==> src/rtl/turtle_dmem_arbiter_if.sv <==
// -----------------------------------------------------------------------------
// turtle_dmem_arbiter_if
//   Bus bundle between the two data-memory requesters (CPU core "c", debug /
//   program loader "d"), the arbiter, and the single-port data_memory.
//
//   Signal groups:
//     c_*   core request (req/we/addr/wdata), grant, registered read return
//     d_*   debug request (adds d_lock), grant, registered read return
//     mem_* memory drive (addr/write_data/write_enable/output_enable) and the
//           memory's read_data coming back
//
//   Modports:
//     master  the environment side: requesters plus the memory itself
//     slave   the arbiter
// -----------------------------------------------------------------------------
interface turtle_dmem_arbiter_if #(
  parameter int DATA_W   = 8,
  parameter int D_ADDR_W = 12
);

  // Core requester
  logic                c_req;
  logic                c_we;
  logic [D_ADDR_W-1:0] c_addr;
  logic [DATA_W-1:0]   c_wdata;
  logic                c_gnt;
  logic                c_rvalid;
  logic [DATA_W-1:0]   c_rdata;

  // Debug / loader requester
  logic                d_req;
  logic                d_we;
  logic                d_lock;
  logic [D_ADDR_W-1:0] d_addr;
  logic [DATA_W-1:0]   d_wdata;
  logic                d_gnt;
  logic                d_rvalid;
  logic [DATA_W-1:0]   d_rdata;

  // Single-port data memory
  logic [D_ADDR_W-1:0] mem_addr;
  logic [DATA_W-1:0]   mem_write_data;
  logic                mem_write_enable;
  logic                mem_output_enable;
  logic [DATA_W-1:0]   mem_read_data;

  modport master (
    output c_req, c_we, c_addr, c_wdata,
    input  c_gnt, c_rvalid, c_rdata,
    output d_req, d_we, d_lock, d_addr, d_wdata,
    input  d_gnt, d_rvalid, d_rdata,
    input  mem_addr, mem_write_data, mem_write_enable, mem_output_enable,
    output mem_read_data
  );

  modport slave (
    input  c_req, c_we, c_addr, c_wdata,
    output c_gnt, c_rvalid, c_rdata,
    input  d_req, d_we, d_lock, d_addr, d_wdata,
    output d_gnt, d_rvalid, d_rdata,
    output mem_addr, mem_write_data, mem_write_enable, mem_output_enable,
    input  mem_read_data
  );

endinterface : turtle_dmem_arbiter_if

==> src/rtl/turtle_dmem_arbiter.sv <==
// -----------------------------------------------------------------------------
// turtle_dmem_arbiter
//   Shares the single-port data memory between the CPU core (C) and the
//   debug / program-loader port (D).
//
//   - Fixed priority to C. A starvation counter forces a D grant once D has
//     been denied MAX_WAIT consecutive cycles.
//   - D may request lock mode (d_lock) to own the memory for back-to-back
//     bursts; while locked, C is never granted.
//   - Grants are combinational: an access completes in its request cycle.
//   - Read data is captured at the clock edge ending the granted read and
//     returned the next cycle with a one-cycle rvalid strobe per requester.
//
//   Ports:
//     clk    system clock
//     reset  synchronous, active-high reset
//     bus    turtle_dmem_arbiter_if.slave (requesters + memory signals)
// -----------------------------------------------------------------------------
module turtle_dmem_arbiter #(
  parameter int DATA_W   = 8,
  parameter int D_ADDR_W = 12,
  parameter int MAX_WAIT = 4,   // 1 .. 2**WAIT_W-1
  parameter int WAIT_W   = 3
) (
  input  logic                  clk,
  input  logic                  reset,
  turtle_dmem_arbiter_if.slave  bus
);

  // ---------------------------------------------------------------------------
  // State encoding
  // ---------------------------------------------------------------------------
  localparam logic [0:0] ST_ARB  = 1'b0;  // normal priority arbitration
  localparam logic [0:0] ST_LOCK = 1'b1;  // D owns the memory

  localparam logic [WAIT_W-1:0] MAX_WAIT_C = WAIT_W'(MAX_WAIT);

  logic [0:0]        state_q,    state_d;
  logic [WAIT_W-1:0] wait_cnt_q, wait_cnt_d;
  logic              c_rvalid_q, c_rvalid_d;
  logic              d_rvalid_q, d_rvalid_d;
  logic [DATA_W-1:0] c_rdata_q,  c_rdata_d;
  logic [DATA_W-1:0] d_rdata_q,  d_rdata_d;

  logic              c_gnt;
  logic              d_gnt;
  logic              d_starved;

  // ---------------------------------------------------------------------------
  // Grant decision
  // ---------------------------------------------------------------------------
  assign d_starved = (wait_cnt_q == MAX_WAIT_C);

  // NOTE: every signal assigned in an always_comb gets a default first, so no
  // path can leave it unassigned and infer a latch.
  always_comb begin
    c_gnt = 1'b0;
    d_gnt = 1'b0;
    // Grants are suppressed while reset is held, even though state is only
    // cleared at the edge, so memory is never touched during reset.
    if (!reset) begin
      case (state_q)
        ST_ARB: begin
          if (bus.d_req && (!bus.c_req || d_starved)) begin
            d_gnt = 1'b1;
          end else if (bus.c_req) begin
            c_gnt = 1'b1;
          end
        end
        ST_LOCK: begin
          d_gnt = bus.d_req;
        end
        default: begin
          c_gnt = 1'b0;
          d_gnt = 1'b0;
        end
      endcase
    end
  end

  // ---------------------------------------------------------------------------
  // Memory drive: steered from whichever requester holds the grant; all zero
  // when idle so the memory bus is quiet between accesses.
  // ---------------------------------------------------------------------------
  always_comb begin
    bus.mem_addr          = '0;
    bus.mem_write_data    = '0;
    bus.mem_write_enable  = 1'b0;
    bus.mem_output_enable = 1'b0;
    if (c_gnt) begin
      bus.mem_addr          = bus.c_addr;
      bus.mem_write_data    = bus.c_wdata;
      bus.mem_write_enable  = bus.c_we;
      bus.mem_output_enable = !bus.c_we;
    end else if (d_gnt) begin
      bus.mem_addr          = bus.d_addr;
      bus.mem_write_data    = bus.d_wdata;
      bus.mem_write_enable  = bus.d_we;
      bus.mem_output_enable = !bus.d_we;
    end
  end

  // ---------------------------------------------------------------------------
  // Next-state: lock ownership and starvation counter
  // ---------------------------------------------------------------------------
  always_comb begin
    state_d    = state_q;
    wait_cnt_d = wait_cnt_q;
    case (state_q)
      ST_ARB: begin
        if (d_gnt && bus.d_lock) begin
          state_d = ST_LOCK;
        end
        if (d_gnt || !bus.d_req) begin
          wait_cnt_d = '0;
        end else if (wait_cnt_q != MAX_WAIT_C) begin
          wait_cnt_d = wait_cnt_q + WAIT_W'(1);
        end
      end
      ST_LOCK: begin
        // In LOCK a pending d_req is always granted, so leaving on !d_lock
        // covers "granted without lock"; the counter stays frozen here.
        if (!bus.d_req || !bus.d_lock) begin
          state_d = ST_ARB;
        end
      end
      default: begin
        state_d = ST_ARB;
      end
    endcase
  end

  // ---------------------------------------------------------------------------
  // Read return: capture memory data at the end of a granted read. rdata holds
  // until the same requester's next read.
  // ---------------------------------------------------------------------------
  always_comb begin
    c_rvalid_d = c_gnt && !bus.c_we;
    d_rvalid_d = d_gnt && !bus.d_we;
    c_rdata_d  = c_rvalid_d ? bus.mem_read_data : c_rdata_q;
    d_rdata_d  = d_rvalid_d ? bus.mem_read_data : d_rdata_q;
  end

  // NOTE: sequential state uses non-blocking assignments only, so every
  // register samples the pre-edge value of every other register.
  always_ff @(posedge clk) begin
    if (reset) begin
      state_q    <= ST_ARB;
      wait_cnt_q <= '0;
      c_rvalid_q <= 1'b0;
      d_rvalid_q <= 1'b0;
      c_rdata_q  <= '0;
      d_rdata_q  <= '0;
    end else begin
      state_q    <= state_d;
      wait_cnt_q <= wait_cnt_d;
      c_rvalid_q <= c_rvalid_d;
      d_rvalid_q <= d_rvalid_d;
      c_rdata_q  <= c_rdata_d;
      d_rdata_q  <= d_rdata_d;
    end
  end

  // ---------------------------------------------------------------------------
  // Outputs
  // ---------------------------------------------------------------------------
  assign bus.c_gnt    = c_gnt;
  assign bus.d_gnt    = d_gnt;
  assign bus.c_rvalid = c_rvalid_q;
  assign bus.d_rvalid = d_rvalid_q;
  assign bus.c_rdata  = c_rdata_q;
  assign bus.d_rdata  = d_rdata_q;

endmodule : turtle_dmem_arbiter

==> src/flat_wrapper.sv <==
// flat-port wrapper written by rule: the top's interface ports become plain ports
module turtle_dmem_arbiter_flat 
#(
  parameter int DATA_W   = 8,
  parameter int D_ADDR_W = 12,
  parameter int MAX_WAIT = 4,                      
  parameter int WAIT_W   = 3
)
  (clk, reset, bus_c_req, bus_c_we, bus_c_addr, bus_c_wdata, bus_c_gnt, bus_c_rvalid, bus_c_rdata, bus_d_req, bus_d_we, bus_d_lock, bus_d_addr, bus_d_wdata, bus_d_gnt, bus_d_rvalid, bus_d_rdata, bus_mem_addr, bus_mem_write_data, bus_mem_write_enable, bus_mem_output_enable, bus_mem_read_data);
  turtle_dmem_arbiter_if #(.DATA_W(DATA_W), .D_ADDR_W(D_ADDR_W)) bus_i ();
  input  logic clk;
  input  logic reset;
  input wire logic [$bits(bus_i.c_req)-1:0] bus_c_req;
  input wire logic [$bits(bus_i.c_we)-1:0] bus_c_we;
  input wire logic [$bits(bus_i.c_addr)-1:0] bus_c_addr;
  input wire logic [$bits(bus_i.c_wdata)-1:0] bus_c_wdata;
  output wire logic [$bits(bus_i.c_gnt)-1:0] bus_c_gnt;
  output wire logic [$bits(bus_i.c_rvalid)-1:0] bus_c_rvalid;
  output wire logic [$bits(bus_i.c_rdata)-1:0] bus_c_rdata;
  input wire logic [$bits(bus_i.d_req)-1:0] bus_d_req;
  input wire logic [$bits(bus_i.d_we)-1:0] bus_d_we;
  input wire logic [$bits(bus_i.d_lock)-1:0] bus_d_lock;
  input wire logic [$bits(bus_i.d_addr)-1:0] bus_d_addr;
  input wire logic [$bits(bus_i.d_wdata)-1:0] bus_d_wdata;
  output wire logic [$bits(bus_i.d_gnt)-1:0] bus_d_gnt;
  output wire logic [$bits(bus_i.d_rvalid)-1:0] bus_d_rvalid;
  output wire logic [$bits(bus_i.d_rdata)-1:0] bus_d_rdata;
  output wire logic [$bits(bus_i.mem_addr)-1:0] bus_mem_addr;
  output wire logic [$bits(bus_i.mem_write_data)-1:0] bus_mem_write_data;
  output wire logic [$bits(bus_i.mem_write_enable)-1:0] bus_mem_write_enable;
  output wire logic [$bits(bus_i.mem_output_enable)-1:0] bus_mem_output_enable;
  input wire logic [$bits(bus_i.mem_read_data)-1:0] bus_mem_read_data;
  assign bus_i.c_req = bus_c_req;
  assign bus_i.c_we = bus_c_we;
  assign bus_i.c_addr = bus_c_addr;
  assign bus_i.c_wdata = bus_c_wdata;
  assign bus_c_gnt = bus_i.c_gnt;
  assign bus_c_rvalid = bus_i.c_rvalid;
  assign bus_c_rdata = bus_i.c_rdata;
  assign bus_i.d_req = bus_d_req;
  assign bus_i.d_we = bus_d_we;
  assign bus_i.d_lock = bus_d_lock;
  assign bus_i.d_addr = bus_d_addr;
  assign bus_i.d_wdata = bus_d_wdata;
  assign bus_d_gnt = bus_i.d_gnt;
  assign bus_d_rvalid = bus_i.d_rvalid;
  assign bus_d_rdata = bus_i.d_rdata;
  assign bus_mem_addr = bus_i.mem_addr;
  assign bus_mem_write_data = bus_i.mem_write_data;
  assign bus_mem_write_enable = bus_i.mem_write_enable;
  assign bus_mem_output_enable = bus_i.mem_output_enable;
  assign bus_i.mem_read_data = bus_mem_read_data;
  turtle_dmem_arbiter #(.DATA_W(DATA_W), .D_ADDR_W(D_ADDR_W), .MAX_WAIT(MAX_WAIT), .WAIT_W(WAIT_W)) u_core (.clk(clk), .reset(reset), .bus(bus_i));
endmodule
==> config.mk <==
export PLATFORM = sky130hd
export DESIGN_NAME = turtle_dmem_arbiter_flat
export DESIGN_NICKNAME = d
export VERILOG_FILES = /design/src/rtl/turtle_dmem_arbiter_if.sv /design/src/rtl/turtle_dmem_arbiter.sv /design/src/flat_wrapper.sv
export SDC_FILE = /design/constraint.sdc
export NUM_CORES = 1
export LEC_CHECK = 0
export CORE_MARGIN = 2
export CORE_UTILIZATION = 36
export CTS_BUF_LIST = sky130_fd_sc_hd__clkbuf_8
export DETAILED_ROUTE_END_ITERATION = 16
export GPL_ROUTABILITY_DRIVEN = 0
export PLACE_DENSITY_LB_ADDON = 0.05
export SYNTH_ARGS = -nofsm -noshare
export SYNTH_HDL_FRONTEND = slang
export SYNTH_SLANG_ARGS = --single-unit
==> constraint.sdc <==
create_clock -name clk -period 3.7 [get_ports clk]
set_input_delay 0.37 -clock clk [delete_from_list [all_inputs] [get_ports clk]]
set_output_delay 0.37 -clock clk [all_outputs]
set_load 0.05 [all_outputs]
[Word level (Yosys, flattened, before mapping)]
Index checks and enable logic that the tools add are counted.
Cells by class
  $add $sub $neg: 1
  eq/ne operators: 2
  mux-type cells: 20
  bitwise gates (word level): 1
  reduce and logical (&&, ||, !) cells: 14
Operator list (number)
  2-to-1 mux 12 bit: 2
  2-to-1 mux 8 bit: 2
  2-to-1 mux 1 bit: 12
  2-to-1 mux 3 bit: 2
  zero test 1 bit: 5
  logical AND 1 bit: 4
  one-hot mux 1 bit (2 select lines): 2
  adder 3 x 1 -> 3 bit (second input constant): 1
  == test 3 bit (second input constant): 1
  logical OR 1 bit: 3
  != test 3 bit (second input constant): 1
  AND reduction 2 bit: 1
  nonzero test 2 bit: 1
  NOT 1 bit: 1
Word-level totals
  register bits: 22
  output and inout port bits: 42
  logic and storage cells: 44

[Depth between registers and ports, before layout]
Gate-level depths: netlist (run 1).
  depth in word-level cells: 9
  mapped depth: 6
  depth with buffers taken out: 5

[Worst setup path before layout (run 1)]
No wires, ideal clock.
  kind: register to output
  start: register u_core.wait_cnt_q[0]
  end: output port bus_mem_addr[10]
  arrival: 1837 ps
  data required time: 3330 ps
  path slack: 1493 ps
  cell stages (with the launch flop): 7
  buffers on the path: 1
  cells stage by stage: dfxtp_1 -> inv_1 -> ha_1 -> nand3_2 -> nor3b_2 -> buf_2 -> a22o_1
On the way
  elaborated cells on any way between the ends: 11
  those cells by class: eq/ne: 1; mux: 8; reduce/logical: 2
RTL lines
  from (decl): line turtle_dmem_arbiter.sv:39  | logic [WAIT_W-1:0] wait_cnt_q, wait_cnt_d;
  from (signal assigned): line turtle_dmem_arbiter.sv:156  | wait_cnt_q <= wait_cnt_d;
  == test 3 bit: line turtle_dmem_arbiter.sv:52  | assign d_starved = (wait_cnt_q == MAX_WAIT_C);
  logical OR 1 bit: line turtle_dmem_arbiter.sv:64  | if (bus.d_req && (!bus.c_req || d_starved)) begin
  logical AND 1 bit: line turtle_dmem_arbiter.sv:64
  2-to-1 mux 1 bit: line turtle_dmem_arbiter.sv:64
  2-to-1 mux 1 bit: line turtle_dmem_arbiter.sv:62  | case (state_q)
  2-to-1 mux 1 bit: line turtle_dmem_arbiter.sv:61  | if (!reset) begin
  named net bus_c_gnt: line flat_wrapper.sv:17  | output wire logic [$bits(bus_i.c_gnt)-1:0] bus_c_gnt;
  2-to-1 mux 12 bit: line turtle_dmem_arbiter.sv:90  | if (c_gnt) begin
  to (decl): line flat_wrapper.sv:28  | output wire logic [$bits(bus_i.mem_addr)-1:0] bus_mem_addr;
The timed path passes the listed nets, and every way through them passes these cells.

[Worst setup path in the final report (run 1)]
  start: input port bus_d_req
  end: output port bus_mem_write_data[3]
On the way
  longest elaborated chain between the ends: 6
  elaborated cells on any way between the ends: 9
  those cells by class: mux: 8; reduce/logical: 1
RTL lines
  from (decl): line flat_wrapper.sv:20  | input wire logic [$bits(bus_i.d_req)-1:0] bus_d_req;
  logical AND 1 bit: line turtle_dmem_arbiter.sv:64
  2-to-1 mux 1 bit: line turtle_dmem_arbiter.sv:64
  one-hot mux 1 bit (2 select lines): line turtle_dmem_arbiter.sv:62
  2-to-1 mux 1 bit: line turtle_dmem_arbiter.sv:61
  2-to-1 mux 8 bit: line turtle_dmem_arbiter.sv:95  | end else if (d_gnt) begin
  2-to-1 mux 8 bit *: line turtle_dmem_arbiter.sv:90
  to (decl): line flat_wrapper.sv:29  | output wire logic [$bits(bus_i.mem_write_data)-1:0] bus_mem_write_data;
Mark *: on every way between the ends. The rest lies on a longest branch, timed or not.

==> run_results.csv, run 1 <==
group,metric,value,unit
sta,slew_violations,0,
final_layout,final_nets,270,
sta,fmax,327.7,MHz
power_and_ir_drop,p_leak,0.0009742,uW
synth,synth_top_area_cell,"dfxtp_1",
final_layout,syn_to_final_growth,106.3,%
synth,yosys_warnings,0,
grt,grt_usage,23.61,%
routing,detail_route.wl_per_cell,16.65,microns
synth,synth-main-ff-cell,"dfxtp_1",
worst_setup_path,cpPeakStageDelay,1050,ps
floorplanning,io_pins,97,
worst_setup_path,r2r_setup_slack,1850,ps
grt,grt_overflow,0,
final_layout,antenna_cells,0,
worst_setup_path,cp.arrival,2680,ps
worst_setup_path,worst_r2r_path_depth,5,
sta,worst_slew_pin_slew,1285,ps
clocking,cts.sinks,22,
sta,setup_viol,0,
placed_design,portBuffers,96,
power_and_ir_drop,p_total,725.9,uW
synth,syn_area,0.001182,sq mm
sta,fin_skew,4.243,ps
worst_setup_path,cpMaxStageDelayCell,"nor3b_2",
synth,async_reset_ff_share,0,%
sta,rsz0062_at_grt,"no",
routing,dr.first_iter.drc_count,49,
worst_setup_path,start_kind,"input port",
worst_setup_path,cp_max_fo,22,
synth,syn_area_per_cell,10.02,sq um
sta,finalSetupTns,0,ps
synth,synthTopCellsByArea,"dfxtp_1 37%, a22o_1 16%, mux2_4 10%",
synth,synthesis.nets,175,
routing,wirelength,4.262,mm
placed_design,dp_hpwl,3.389,mm
sta,period_share,82.46,%
synth,synth_edf_count,0,
sta,hold_viol_final,0,
worst_setup_path,timing.rr.start,"u_core.wait_cnt_q[0]",
min_path,min_to,"u_core.bus.c_rdata[0]",
clocking,cts_hold_buf,0,
power_and_ir_drop,max-vdd-ir-drop,0.3166,mV
power_and_ir_drop,power_per_cell_area,297.5,mW/mm^2
flow_run,drv_cap,0,
clocking,clk_transition_reported_paths,70,ps
floorplanning,row_count,20,
synth,ys_seq_area_share,37.25,%
worst_setup_path,cp-end-kind,"output port",
routing,route.detailed.drc,0,
routing,routed_via_density,4.988,
floorplanning,die_h,61.31,microns
worst_setup_path,crit_chain,"clkdlybuf4s50_1 > nand3_2 > nor3b_2 > a22o_1 > buf_12",
synth,ys_types,26,
floorplanning,core,0.003078,sq mm
final_layout,design_area,0.002440,sq mm
final_layout,utilization,79.27,%
placed_design,dpl-instance-area,0.002385,sq mm
grt,antenna_found_initial,0,
clocking,cts_inserted_buffers,3,
synth,syn-instance-count,118,
sta,timing.final.ws_setup,648.8,ps
final_layout,drive_gt1_share,20.75,%
clocking,cts_resized,0,
routing,antenna_left,0,
synth,synth.most_common_cell,"dfxtp_1",
grt,grt_pass1_vias,1299,
clocking,clockBufferDepth,2,
clocking,cts_tree,"done",
grt,grt_pass1_wl,6.575,mm
floorplanning,initial_core_util,38.41,%
sta,min_period,3051,ps
grt,grt_max_degree,26,
clocking,htree_levels,1,
clocking,worstSkewPairLatency,270,ps
min_path,worstHoldStart,"u_core.bus.c_rdata[0]",
clocking,cts-root-buf,"clkbuf_8",
floorplanning,fp.dieArea,0.003759,sq mm
sta,slew_headroom,13.95,%
min_path,worstHoldPathType,"flip-flop to flip-flop",
min_path,hold_depth,2,
outcome,outcome,"finished clean",
synth,synth.ff_latch_count,22,
worst_setup_path,r2r_end,"u_core.bus.d_rdata[7]",
routing,vias,1277,
routing,first_pass_iters,4,
floorplanning,dieWidth,61.31,microns
synth,ys_top_cells_by_count,"22 x dfxtp_1, 21 x a22o_1, 10 x nand2b_1",
synth,synth_top_area_share,37.25,%
worst_setup_path,critPathRequiredTime,3330,ps
clocking,post-cts-setup-buffers,0,
placed_design,dpl_worst_slack,681.3,ps
worst_setup_path,critical_path_class,"input port to output port",
flip-flops by register name, summed over array words and instances (netlist names):
signal               flops
u_core.bus.c_rdata       8
u_core.bus.d_rdata       8
u_core.wait_cnt_q        3
u_core.bus.c_rvalid      1
u_core.bus.d_rvalid      1
u_core.state_q           1
cell usage in the layout (no fill, tap or decap):
master and instances:
nand2b_1 10, a22o_1 21, nand2b_4 1, a31oi_2 1, mux2_4 8, nand2_1 2, or3_1 2, nor2b_1 8
nor2_1 1, clkbuf_8 4, and2_1 2, o32ai_1 2, o21ai_0 9, buf_12 22, a21oi_1 1, buf_4 4
a311o_1 1, ha_1 2, nand3_2 1, inv_2 1, clkdlybuf4s50_1 72, dfxtp_1 22, nor4bb_1 1, inv_1 3
nand3_1 9, nor4b_4 1, nor3b_2 1
layout make-up:
cell class                      instances  area (sq um)
Inverter                                4         15.01
Fill cell                             229         638.1
Sequential cell                        22         440.4
Clock buffer                            4         55.05
Timing Repair Buffer                   98          1191
Tap cell                               44         55.05
Multi-Input combinational cell         84         683.2
worst max path at each step:
| stage | startpoint | end | slack [ps] | cells after the start |
|---|---|---|---|---|
| global route | bus_d_req | bus_mem_write_data[3] | 500 | 5 |
| global placement | bus_d_req | bus_mem_addr[11] | 780 | 5 |
| finish | bus_d_req | bus_mem_write_data[3] | 650 | 5 |
| CTS | bus_d_req | bus_mem_write_data[3] | 670 | 5 |
| floorplan | u_core.wait_cnt_q[0] | bus_mem_addr[10] | 1490 | 6 |
| detailed placement | bus_d_req | bus_mem_write_data[3] | 680 | 5 |
cell families (layout without fill, tap and decap cells):
group / after synthesis / after routing / share of synthesized area, %
simple gates: 39 / 39 / 22.33
compound gates: 35 / 35 / 23.17
flops: 22 / 22 / 37.25
buf+inv: 12 / 106 / 4.973
mux: 8 / 8 / 10.16
fa+ha+maj: 2 / 2 / 2.116
routing by layer:
| layer | GRT usage (%) | share of wire, % | up-vias |
|---|---|---|---|
| met1 | 28.41 | 41 | 602 |
| met5 | 0 | 0 | - |
| met4 | 6.522 | 2.8 | 0 |
| li1 | - | - | 620 |
| met2 | 42.55 | 52 | 43 |
| met3 | 4.622 | 3.9 | 12 |
through the flow:
| stage | instances | hold slack [ps] |
|---|---|---|
| global route | 256 | 518.6 |
| CTS | 256 | 492.3 |
| finish | 256 | 492.0 |
| detailed placement | 252 | 470.3 |
| floorplan | 118 | 481.8 |
| global placement | 252 | 467.2 |
power by group:
group	leakage [uW]	total (uW)	internal [uW]	switching (uW)
clock	0.0000288	174	95.0	78.7
sequential	0.000179	253	247	5.92
combinational	0.000766	299	150	149
critical path: cells and delay by family:
kind	cells	cell delay, ps
AOI/OAI and AO/OA	1	330
buffers and inverters	2	680
and+or+nand+nor	2	1290
Note: power is estimated with default switching activity, not from simulation.
==> run 2, diff against run 1 <==
--- a/config.mk
+++ b/config.mk
@@ -6,7 +6,7 @@
 export NUM_CORES = 1
 export LEC_CHECK = 0
 export CORE_MARGIN = 2
-export CORE_UTILIZATION = 36
+export CORE_UTILIZATION = 33
 export CTS_BUF_LIST = sky130_fd_sc_hd__clkbuf_8
 export DETAILED_ROUTE_END_ITERATION = 16
 export GPL_ROUTABILITY_DRIVEN = 0
==> constraint.sdc (replaced) <==
create_clock -name clk -period 3.1 [get_ports clk]
set_input_delay 0.31 -clock clk [delete_from_list [all_inputs] [get_ports clk]]
set_output_delay 0.31 -clock clk [all_outputs]
set_load 0.05 [all_outputs]
==> run 2 against run 1 <==
Compared with the run above: clock power rose by 16%; combinational power rose by 21%; core utilization fell by 6.3 points; final area rose by 1.4%; total power rose by 19%; clock skew fell by 2.6 ps; critical path depth did not move; via count rose by 0.86%.
==> run_results.csv, run 2 (synthesis results as in run 1) <==
group,metric,value,unit
worst_setup_path,cpMaxStageDelayCell,"clkdlybuf4s50_1",
clocking,clockBufferDepth,2,
final_layout,drive_gt1_share,21.13,%
outcome,outcome,"finished clean",
grt,antenna_found_initial,0,
sta,finalSetupTns,0,ps
routing,detail_route.wl_per_cell,15.94,microns
routing,route.detailed.drc,0,
power_and_ir_drop,max-vdd-ir-drop,0.3283,mV
clocking,cts-root-buf,"clkbuf_8",
worst_setup_path,r2r_setup_slack,1190,ps
worst_setup_path,cp_max_fo,12,
grt,grt_pass1_vias,1358,
clocking,htree_levels,1,
clocking,post-cts-setup-buffers,0,
routing,highest_layer,"met4",
floorplanning,initial_core_util,34.88,%
placed_design,dp_hpwl,3.354,mm
clocking,cts_hold_buf,0,
final_layout,design_area,0.002475,sq mm
power_and_ir_drop,power_per_cell_area,349.6,mW/mm^2
grt,grt_max_degree,26,
clocking,cts_inserted_buffers,3,
final_layout,final_common_cell,"clkdlybuf4s50_1",
floorplanning,core,0.003390,sq mm
worst_setup_path,crit_chain,"clkdlybuf4s50_1 > nand2b_4 > a311o_1 > nand2b_1 > buf_12",
min_path,worstHoldPathType,"flip-flop to flip-flop",
grt,grt_usage,21.13,%
final_layout,syn_to_final_growth,109.3,%
clocking,cts_resized,0,
routing,dr_wl_met3,139,microns
worst_setup_path,start_kind,"input port",
min_path,hold_depth,2,
routing,vias,1288,
sta,rsz0062_at_grt,"no",
routing,routed_via_density,4.973,
min_path,min_to,"u_core.bus.c_rdata[0]",
clocking,clk_transition_reported_paths,70,ps
sta,worst_slew_pin_slew,661.3,ps
final_layout,layout_common_cells,"72 x clkdlybuf4s50_1, 24 x buf_12, 22 x dfxtp_1",
sta,fin_skew,1.658,ps
sta,period_share,83.29,%
final_layout,antenna_cells,0,
worst_setup_path,r2r_end,"u_core.bus.d_rdata[7]",
routing,antenna_left,0,
floorplanning,fp.dieArea,0.004078,sq mm
clocking,cts_tree,"done",
routing,route.met2.wl,2.298,mm
sta,fmax,387.3,MHz
worst_setup_path,critical_path_class,"input port to output port",
floorplanning,io_pins,97,
worst_setup_path,timing.rr.start,"u_core.wait_cnt_q[0]",
worst_setup_path,cp.arrival,2270,ps
placed_design,portBuffers,96,
clocking,cts.sinks,22,
sta,slew_headroom,55.92,%
sta,min_period,2582,ps
placed_design,dpl-instance-area,0.002420,sq mm
min_path,worstHoldStart,"u_core.bus.c_rdata[0]",
routing,wirelength,4.128,mm
sta,hold_viol_final,0,
floorplanning,dieWidth,63.86,microns
sta,fin_hold_ws,479.8,ps
grt,grt_pass1_wl,6.693,mm
power_and_ir_drop,p_leak,0.0009861,uW
routing,first_pass_iters,4,
worst_setup_path,worst_r2r_path_depth,5,
power_and_ir_drop,p_total,865.1,uW
floorplanning,die_h,63.86,microns
clocking,worstSkewPairLatency,260,ps
final_layout,final_nets,271,
worst_setup_path,cp-end-kind,"output port",
sta,setup_viol,0,
grt,grt_overflow,0,
routing,dr.first_iter.drc_count,38,
final_layout,fin_cells,259,
sta,slew_violations,0,
worst_setup_path,cpPeakStageDelay,770,ps
routing,wl_met1,1.618,mm
flow_run,drv_cap,0,
worst_setup_path,critPathRequiredTime,2790,ps
placed_design,placedCellCount,255,
floorplanning,row_count,21,
run 2: changes by cell type in the layout (fill, tap and decap cells not counted), sizes merged:
cell  change
buf       +1
run 2: final cells by class:
class                           instances  area [sq um]
Inverter                                4         15.01
Clock buffer                            4         55.05
Multi-Input combinational cell         84         683.2
Timing Repair Buffer                   99          1224
Fill cell                             258         914.6
Tap cell                               46         57.56
Sequential cell                        22         440.4
run 2: stage by stage:
| step | util [%] | setup WS [ps] |
|---|---|---|
| after floorplan | - | 953.0 |
| after global placement | 71.39 | 630.7 |
| after detailed placement | 71.39 | 531.1 |
| after CTS | 73.02 | 524.9 |
| after global routing | 73.02 | 379.4 |
| final | 73.02 | 518.0 |
run 2: worst max path at each step:
stage / startpoint / end / slack (ps)
after floorplan: u_core.wait_cnt_q[0] / bus_mem_addr[10] / 950
after global placement: reset / bus_mem_output_enable / 630
after detailed placement: reset / bus_mem_output_enable / 530
after CTS: reset / bus_mem_output_enable / 520
after global routing: reset / bus_mem_output_enable / 380
final: reset / bus_mem_output_enable / 520
run 2: per-layer routing:
layer	track usage [%]	vias to the layer above
met5	0	-
met4	6.793	0
met3	4.577	8
met2	40.10	38
met1	22.91	614
li1	-	628
run 2: report_power, final:
group,total [uW],internal [uW],switching (uW)
clock,201,113,87.7
sequential,303,295,7.53
combinational,362,183,178
total,865,591,274
run 2: critical path, delay by kind of cell:
| family | cells | cell delay [ps] |
|---|---|---|
| AO/OA/AOI/OAI | 1 | 550 |
| buffers and inverters | 2 | 960 |
| AND/OR/NAND/NOR | 2 | 440 |
==> run 3, diff against run 2 <==
--- a/config.mk
+++ b/config.mk
@@ -6,7 +6,7 @@
 export NUM_CORES = 1
 export LEC_CHECK = 0
 export CORE_MARGIN = 2
-export CORE_UTILIZATION = 33
+export CORE_UTILIZATION = 30
 export CTS_BUF_LIST = sky130_fd_sc_hd__clkbuf_8
 export DETAILED_ROUTE_END_ITERATION = 16
 export GPL_ROUTABILITY_DRIVEN = 0
==> constraint.sdc (replaced) <==
create_clock -name clk -period 2.3 [get_ports clk]
set_input_delay 0.23 -clock clk [delete_from_list [all_inputs] [get_ports clk]]
set_output_delay 0.23 -clock clk [all_outputs]
set_load 0.05 [all_outputs]
==> run 3 against run 2 <==
Compared with the run above: first-iteration DRC count increased by 16%; cell count up 3.1%; clock-buffer cell count is the same; routed wire length grew 4.4%; combinational power increased by 36%; core utilization decreased by 5.1 points; flip-flop and latch count unchanged; register-to-register slack got worse by 710 ps; clock power up 34%; global-route usage shrank 0.96 points; clock skew about the same; die area is 9.4% higher; highest routed layer unchanged.
==> run_results.csv, run 3 (synthesis results as in run 1) <==
group,metric,value,unit
outcome,outcome,"finished clean",
sta,rsz0062_at_grt,"no",
final_layout,final_nets,277,
worst_setup_path,worst_r2r_path_depth,6,
final_layout,drive_gt1_share,23.29,%
routing,antenna_left,0,
placed_design,placedCellCount,263,
grt,grt_overflow,0,
final_layout,final_common_cell,"clkdlybuf4s50_1",
clocking,clockBufferDepth,2,
grt,grt_usage,20.18,%
sta,slew_headroom,66.10,%
power_and_ir_drop,max-vdd-ir-drop,0.4367,mV
worst_setup_path,cpMaxStageDelayCell,"dfxtp_1",
grt,use_met3,5.068,%
final_layout,fillCellCount,312,
grt,grt-busiest-layer,"met2",
floorplanning,io_pins,97,
placed_design,dp_hpwl,3.539,mm
worst_setup_path,cp_max_fo,21,
grt,grt_pass1_wl,6.699,mm
sta,slew_violations,0,
clocking,clk_transition_reported_paths,80,ps
power_and_ir_drop,p_leak,0.001016,uW
routing,vias,1274,
final_layout,multi_input_comb_area,683.2,sq um
clocking,cts_hold_buf,0,
grt,use_met2,37.75,%
worst_setup_path,cp.arrival,1890,ps
worst_setup_path,path_depth,7,
floorplanning,fp.dieArea,0.004460,sq mm
flow_run,drv_cap,0,
sta,min_period,2125,ps
sta,finalSetupTns,0,ps
floorplanning,dieWidth,66.78,microns
final_layout,syn_to_final_growth,113.3,%
worst_setup_path,cpPeakStageDelay,330,ps
grt,grt_max_degree,23,
worst_setup_path,critical_path_class,"flip-flop to output port",
sta,fmax,470.7,MHz
worst_setup_path,crit_buf_inv,3,
routing,routed_via_density,4.772,
worst_setup_path,cp-end-kind,"output port",
worst_setup_path,critPathRequiredTime,2070,ps
final_layout,antenna_cells,0,
clocking,worstSkewPairLatency,250,ps
final_layout,layout_common_cells,"72 x clkdlybuf4s50_1, 24 x buf_12, 22 x dfxtp_1",
grt,antenna_found_initial,0,
routing,detail_route.wl_per_cell,16.14,microns
worst_setup_path,start_kind,"flip-flop",
routing,wirelength,4.309,mm
clocking,cts-root-buf,"clkbuf_8",
clocking,cts.sinks,22,
routing,route.detailed.drc,0,
min_path,worstHoldPathType,"flip-flop to flip-flop",
clocking,post-cts-setup-buffers,0,
routing,dr.first_iter.drc_count,44,
sta,hold_viol_final,0,
worst_setup_path,crit_family,"buffers and inverters",
sta,fin_skew,1.992,ps
grt,use_met1,22.08,%
grt,grt_pass1_vias,1328,
worst_setup_path,crit_chain,"inv_1 > ha_1 > nand2_1 > a31oi_2 > buf_4 > a22o_1 > buf_12",
clocking,cts_tree,"done",
power_and_ir_drop,power_per_cell_area,463.1,mW/mm^2
routing,first_pass_iters,5,
final_layout,regArea,440.4,sq um
floorplanning,core,0.003716,sq mm
clocking,cts_inserted_buffers,3,
floorplanning,initial_core_util,31.82,%
placed_design,portBuffers,96,
floorplanning,row_count,22,
clocking,cts_resized,0,
sta,setup_viol,0,
min_path,hold_depth,2,
sta,worst_slew_pin_slew,506.9,ps
clocking,htree_levels,1,
final_layout,fin_cells,267,
floorplanning,die_h,66.78,microns
sta,period_share,92.38,%
[run 3: area by class of cell]
| type | instances | share of cell area [%] |
|---|---|---|
| multi-input combinational | 84 | 27.08 |
| clock buffer | 4 | 2.183 |
| inverter | 4 | 0.5952 |
| timing repair buffer | 105 | 50.30 |
| tap | 48 | 2.381 |
| sequential | 22 | 17.46 |
[run 3: routing by layer]
metal,wire (microns),vias to the layer above
met3,245,8
li1,-,634
met1,1631,588
met2,2333,44
met4,99,0
met5,0,-
[run 3: power breakdown]
group / switching (uW) / leakage [uW] / internal (uW)
combinational: 241 / 0.000807 / 252
clock: 117 / 0.0000288 / 152
sequential: 9.35 / 0.000179 / 398
[run 3: worst paths after layout]
path | startpoint | endpoint | slack [ps]
max | u_core.wait_cnt_q[0] | bus_mem_write_data[1] | 180
min | u_core.bus.c_rdata[0] | u_core.bus.c_rdata[0] | 490
max reg2reg | u_core.wait_cnt_q[0] | u_core.bus.d_rdata[1] | 480
min reg2reg | u_core.bus.c_rdata[0] | u_core.bus.c_rdata[0] | 490
[run 3: per-stage QoR]
stage          setup slack [ps]  power [uW]  cell area, sq um  util, %  hold WS (ps)
6_report                  175.4        1168              2522    67.88         485.8
3_3_place_gp              324.2       903.2              2467    66.40         463.3
3_5_place_dp              266.6       910.1              2467    66.40         462.1
5_1_grt                   42.84        1217              2522    67.88         513.6
2_1_floorplan             233.0       638.4              1182        -         351.7
4_1_cts                   177.8        1179              2522    67.88         486.4
[run 3: tightest hold or removal path, delay by kind of cell, from the launching register on]
kind / cells / cell delay (ps)
DFF: 1 / 310
AOI/OAI and AO/OA: 1 / 70
and+or+nand+nor: 1 / 60
